File: src/rtl/registro_banco_acum.sv
// ---------------------------------------------------------------------------
// registro_banco_acum
//    Bank of DEPTH words, W bits each, with a valid flag per word and a
//    sticky accumulate-overflow flag. This is the partial-sum and operand
//    store of the hypercube matrix-multiply datapath. It is the parametrised
//    successor of the old single 8-bit enable register.
//
//    Operations, selected by MODE and applied only when EN=1:
//       000 hold | 001 load | 010 accumulate | 011 shift chain
//       100 clear bank | 101 clear OVF | 110/111 reserved (hold)
//
// Parameters
//    W      word width in bits (>= 2)
//    DEPTH  number of words (>= 2; need not be a power of two)
//    SAT    1 = accumulate saturates at 2^W-1, 0 = accumulate wraps
//    AW     select width, derived from DEPTH
//
// Ports
//    CLK     in   master clock, rising edge
//    RST_N   in   asynchronous active-low reset; clears words, VALID and OVF
//    EN      in   update enable; 0 holds all state regardless of MODE
//    MODE    in   operation code
//    SEL     in   word index for load, accumulate and read
//    D       in   data in
//    Q       out  word[SEL], or 0 when SEL >= DEPTH (combinational read)
//    Q_LAST  out  word[DEPTH-1], the tail of the shift chain
//    VALID   out  per-word valid flags
//    OVF     out  sticky accumulate-overflow flag
// ---------------------------------------------------------------------------
module registro_banco_acum #(
   parameter int  W     = 8,
   parameter int  DEPTH = 4,
   parameter bit  SAT   = 1'b1,
   localparam int AW    = $clog2(DEPTH)
) (
   input  logic             CLK,
   input  logic             RST_N,
   input  logic             EN,
   input  logic [2:0]       MODE,
   input  logic [AW-1:0]    SEL,
   input  logic [W-1:0]     D,
   output logic [W-1:0]     Q,
   output logic [W-1:0]     Q_LAST,
   output logic [DEPTH-1:0] VALID,
   output logic             OVF
);

   typedef enum logic [2:0] {
      MODE_HOLD     = 3'b000,
      MODE_LOAD     = 3'b001,
      MODE_ACC      = 3'b010,
      MODE_SHIFT    = 3'b011,
      MODE_CLEAR    = 3'b100,
      MODE_CLR_FLAG = 3'b101,
      MODE_RSV6     = 3'b110,
      MODE_RSV7     = 3'b111
   } mode_t;

   mode_t            mode;
   logic [W-1:0]     word_r   [DEPTH];
   logic [W-1:0]     word_nxt [DEPTH];
   logic [DEPTH-1:0] valid_r;
   logic [DEPTH-1:0] valid_nxt;
   logic             ovf_r;
   logic             ovf_nxt;
   logic             sel_ok;
   logic [W-1:0]     word_sel;
   logic [W:0]       acc_sum;
   logic             acc_carry;
   logic [W-1:0]     acc_res;

   assign mode = mode_t'(MODE);

   // When DEPTH fills the whole select space, every SEL value is a real
   // word. In that case the range compare would be against a wrapped
   // constant, so it is replaced by a constant 1.
   generate
      if (DEPTH == (1 << AW)) begin : g_sel_full
         assign sel_ok = 1'b1;
      end else begin : g_sel_part
         assign sel_ok = (SEL < AW'(DEPTH));
      end
   endgenerate

   // Read mux. An out-of-range SEL matches no word and reads 0.
   always_comb begin
      word_sel = '0;
      for (int i = 0; i < DEPTH; i++) begin
         if (SEL == AW'(i)) begin
            word_sel = word_r[i];
         end
      end
   end

   // Unsigned add with one extra bit so that the carry out is visible.
   assign acc_sum   = {1'b0, word_sel} + {1'b0, D};
   assign acc_carry = acc_sum[W];
   assign acc_res   = (acc_carry && SAT) ? {W{1'b1}} : acc_sum[W-1:0];

   always_comb begin
      word_nxt  = word_r;
      valid_nxt = valid_r;
      ovf_nxt   = ovf_r;
      case (mode)
         MODE_LOAD: begin
            if (sel_ok) begin
               for (int i = 0; i < DEPTH; i++) begin
                  if (SEL == AW'(i)) begin
                     word_nxt[i]  = D;
                     valid_nxt[i] = 1'b1;
                  end
               end
            end
         end
         MODE_ACC: begin
            if (sel_ok) begin
               for (int i = 0; i < DEPTH; i++) begin
                  if (SEL == AW'(i)) begin
                     word_nxt[i]  = acc_res;
                     valid_nxt[i] = 1'b1;
                  end
               end
               // OVF is sticky; a carry-free accumulate leaves it untouched.
               if (acc_carry) begin
                  ovf_nxt = 1'b1;
               end
            end
         end
         MODE_SHIFT: begin
            word_nxt[0] = D;
            for (int i = 1; i < DEPTH; i++) begin
               word_nxt[i] = word_r[i-1];
            end
            valid_nxt = {valid_r[DEPTH-2:0], 1'b1};
         end
         MODE_CLEAR: begin
            for (int i = 0; i < DEPTH; i++) begin
               word_nxt[i] = '0;
            end
            valid_nxt = '0;
            ovf_nxt   = 1'b0;
         end
         MODE_CLR_FLAG: begin
            ovf_nxt = 1'b0;
         end
         default: begin
         end
      endcase
   end

   always_ff @(posedge CLK or negedge RST_N) begin
      if (!RST_N) begin
         for (int i = 0; i < DEPTH; i++) begin
            word_r[i] <= '0;
         end
         valid_r <= '0;
         ovf_r   <= 1'b0;
      end else if (EN) begin
         for (int i = 0; i < DEPTH; i++) begin
            word_r[i] <= word_nxt[i];
         end
         valid_r <= valid_nxt;
         ovf_r   <= ovf_nxt;
      end
   end

   assign Q      = word_sel;
   assign Q_LAST = word_r[DEPTH-1];
   assign VALID  = valid_r;
   assign OVF    = ovf_r;

endmodule
File: config.mk
export PLATFORM = sky130hd
export DESIGN_NAME = registro_banco_acum
export DESIGN_NICKNAME = d
export VERILOG_FILES = /design/src/rtl/registro_banco_acum.sv
export SDC_FILE = /design/constraint.sdc
export NUM_CORES = 1
export LEC_CHECK = 0
export BUFFER_PORTS_ARGS = -buffer_cell sky130_fd_sc_hd__clkbuf_2
export CORE_MARGIN = 1.5
export CORE_UTILIZATION = 45
export CTS_BUF_LIST = sky130_fd_sc_hd__clkbuf_16
export CTS_CLUSTER_DIAMETER = 100
export DETAILED_ROUTE_END_ITERATION = 8
export GPL_ROUTABILITY_DRIVEN = 1
export PLACE_DENSITY = 0.71
export SLEW_MARGIN = 10
export SYNTH_ARGS = -nofsm -noshare
export SYNTH_HDL_FRONTEND = slang
export SYNTH_SLANG_ARGS = --single-unit
File: constraint.sdc
create_clock -name CLK -period 5.5 [get_ports CLK]
set_clock_uncertainty 0.05 [all_clocks]
set_input_delay 0.825 -clock CLK [delete_from_list [all_inputs] [get_ports CLK]]
set_output_delay 0.825 -clock CLK [all_outputs]
set_load 0.01 [all_outputs]
==> flow_summary.ini <==
[floorplanning]
num_rows = 27
dieArea_um2 = 6300
start_util_pct = 47.1
core_area_um2 = 5570
pin_count = 37
die_h_um = 79.4
die_w_um = 79.4

[clock_network]
postCtsSetupRepairBufs = 0
ctsResizeCount = 0
cts.sinks = 37
root_buffer = clkbuf_16
cts_tree = built
postCtsHoldBufs = 0
cts_buffer_depth = 2
cts_max_level = 2
clk_pin_slew_ns = 0.05
cts_buffers = 5
clkLatencyLatePin_ns = 0.28

[logic_synthesis]
synthCells = 287
synth.distinct_cells = 54
syn_area_um2 = 2630
ys_seq_elements = 37
avgSynthCellArea_um2 = 9.15
ys_seq_area_share_pct = 35.3
synth_async_sr_flop_share_pct = 100
synthesis.nets = 312
synth-edff-count = 0
synth_flop_cell = dfrtp_1
yosys_warnings = 0

[grt]
grt_max_degree = 38
antenna_found_initial = 0
overflow = 0
grt_usage_pct = 22.9
grt_pass1_wl_mm = 11.0
grt_pass1_vias = 2157

[setup_path]
critPathBufInv = 2
timing.rr.start = word_r[24]$_DFFE_PN0P_
path_cells = clkbuf_2 > mux4_2 > ha_1 > inv_1 > fa_1 > nand2b_1 > a211o_1 > a21oi_1 > o21ai_0 > a41oi_1
arrival_ns = 3.76
crit_family = compound AO/OA/AOI/OAI gates
cpPeakStageDelay_ns = 0.46
worst_path_max_delay_cell = mux4_2
critical_path_class = in2reg
rr_worst_depth = 9
rrSetupSlack_ns = 2.55
startpoint_type = input pin
r2r-end = word_r[10]$_DFFE_PN0P_
crit_path_end_kind = register
crit_required_ns = 5.64
path_max_fanout = 14

[placed_design]
dpl.hpwl_mm = 4.51
routabilityCongestion = 0.935
io_buffers = 36

[sta]
fin_hold_ws_ns = 0.464
tns_ns = 0
drv_slew = 0
max_slew_margin_pct = 32.0
worst_pin_slew_ns = 1.02
rsz0062_at_grt = no
finalHoldViolations = 0
final-setup-viol-count = 0
fin_crit_sh_pct = 65.9
clock.fmax_mhz = 276
period_needed_ns = 3.62

[detailed_routing]
antenna_left = 0
routed-via-count = 2280
avgRoutedWirePerCell_um = 17.3
drt-initial-drc-count = 192
vias_per_cell = 6.03
wl_mm = 6.54
drt-pass1-iter-count = 4
drt_drc_violations_left = 0

[finish]
nets = 331
drive_gt1_share_pct = 19.0
antennaDiodeCount = 0
area_growth_syn_to_layout_pct = 9.49
fillers = 526

[worst_hold_path]
holdPathStages = 1
min_to = OVF$_DFFE_PN0P_
hold_path_class = reg2reg
min-delay-start = OVF$_DFFE_PN0P_

[outcome]
status = complete, no violations

[pwr]
power_per_cell_area_nw_per_um2 = 397
ir_worst_vdd_uv = 155
leakagePower_nw = 1.20

[flow_run]
maxCapViolCount = 0
==> cell families (layout without fill, tap and decap cells) <==
kind of cell	count (synthesis)	after routing	share of synthesized area, %
multiplexers	12	12	8.48
AO/OA/AOI/OAI	82	82	23.0
flip-flops	37	37	35.3
buffers and inverters	32	51	7.01
AND/OR/NAND/NOR	111	111	20.3
XOR/XNOR	3	3	1.00
adder cells (fa/ha/maj)	10	10	4.96
==> how the worst max path moves through the flow <==
stage / startpoint / to / slack [ns] / cells after the start
3_5_place_dp: SEL[0] / word_r[18]$_DFFE_PN0P_ / 1.59 / 10
4_1_cts: SEL[0] / word_r[10]$_DFFE_PN0P_ / 1.88 / 10
6_report: SEL[0] / word_r[10]$_DFFE_PN0P_ / 1.88 / 10
3_3_place_gp: SEL[0] / word_r[18]$_DFFE_PN0P_ / 1.68 / 10
2_1_floorplan: SEL[0] / word_r[22]$_DFFE_PN0P_ / 2.12 / 10
5_1_grt: SEL[0] / Q_LAST[0]$_DFFE_PN0P_ / 1.73 / 10
==> metal layers <==
layer / share of wire [%] / global-route usage (%)
met1: 46 / 33.6
met2: 46 / 33.8
met4: 0.83 / 7.72
met5: 0 / 0
met3: 6.9 / 4.00
==> cells in the mapped netlist (2+ instances only) <==
cell type,number,share of area (%)
buf_2,6,1.1
o21a_1,2,0.57
dfrtp_1,37,35
nor2b_1,5,1.2
nand3_1,6,1.1
ha_1,8,3.8
o22a_1,4,1.3
a21o_1,4,1.1
nand2b_1,4,0.95
nor2_1,38,5.4
nand4b_1,2,0.67
o211ai_1,5,1.4
xor2_1,2,0.67
a22o_1,3,1.0
mux2i_1,2,0.76
inv_1,8,1.1
a41oi_1,11,3.7
clkbuf_1,4,0.57
a32oi_1,2,0.67
o21bai_1,2,0.57
o21ai_0,13,2.5
and2_1,2,0.48
nor3_1,2,0.38
a31oi_1,15,3.6
a211oi_1,3,0.86
a21oi_1,9,1.7
buf_4,11,3.1
a21oi_2,2,0.67
nand2_1,40,5.7
mux4_2,8,6.9
buf_6,2,0.86
nor3b_1,2,0.57
and3b_1,2,0.67
==> power by group <==
part | internal, mW | switching [mW] | total, mW
sequential | 0.348 | 0.0576 | 0.405
combinational | 0.202 | 0.262 | 0.464
clock | 0.162 | 0.109 | 0.271
==> area by class of cell <==
cell class                 instances  area, um^2  area share (%)
clock inverter                     2        7.51           0.261
sequential                        37         926            32.2
timing repair buffer              36         180            6.27
clock buffer                       5         125            4.35
tap                               72        90.1            3.13
inverter                           8        30.0            1.04
multi-input combinational        218        1520            52.7
==> registers in the layout, summed over array words and instances (netlist names) <==
signal and cells:
word_r 24, OVF 1, Q_LAST 8, VALID 4
==> cell usage in the layout, fill, tap and decap left out, types with 3 or more instances in the layout <==
cell type / instances
dfrtp_1: 37
nand2_1: 40
inv_1: 9
nor2_1: 38
a211oi_1: 3
a22o_1: 3
a31oi_1: 15
nand3_1: 6
o21ai_0: 13
ha_1: 8
a21oi_1: 9
o22a_1: 4
o211ai_1: 5
clkbuf_2: 36
a21o_1: 4
nor2b_1: 5
nand2b_1: 4
mux4_2: 8
clkbuf_16: 5
a41oi_1: 11
==> metrics by stage <==
stage	cell area, um^2	utilization (%)	power [mW]	std cells	setup WS [ns]
finish	2870	51.6	1.14	378	1.88
global route	2870	51.6	1.21	378	1.73
CTS	2870	51.6	1.14	378	1.88
detailed placement	2740	49.2	0.869	371	1.59
global placement	2740	49.2	0.860	371	1.68
floorplan	2630	-	0.754	287	2.12
(Power assumes the default switching activity.)
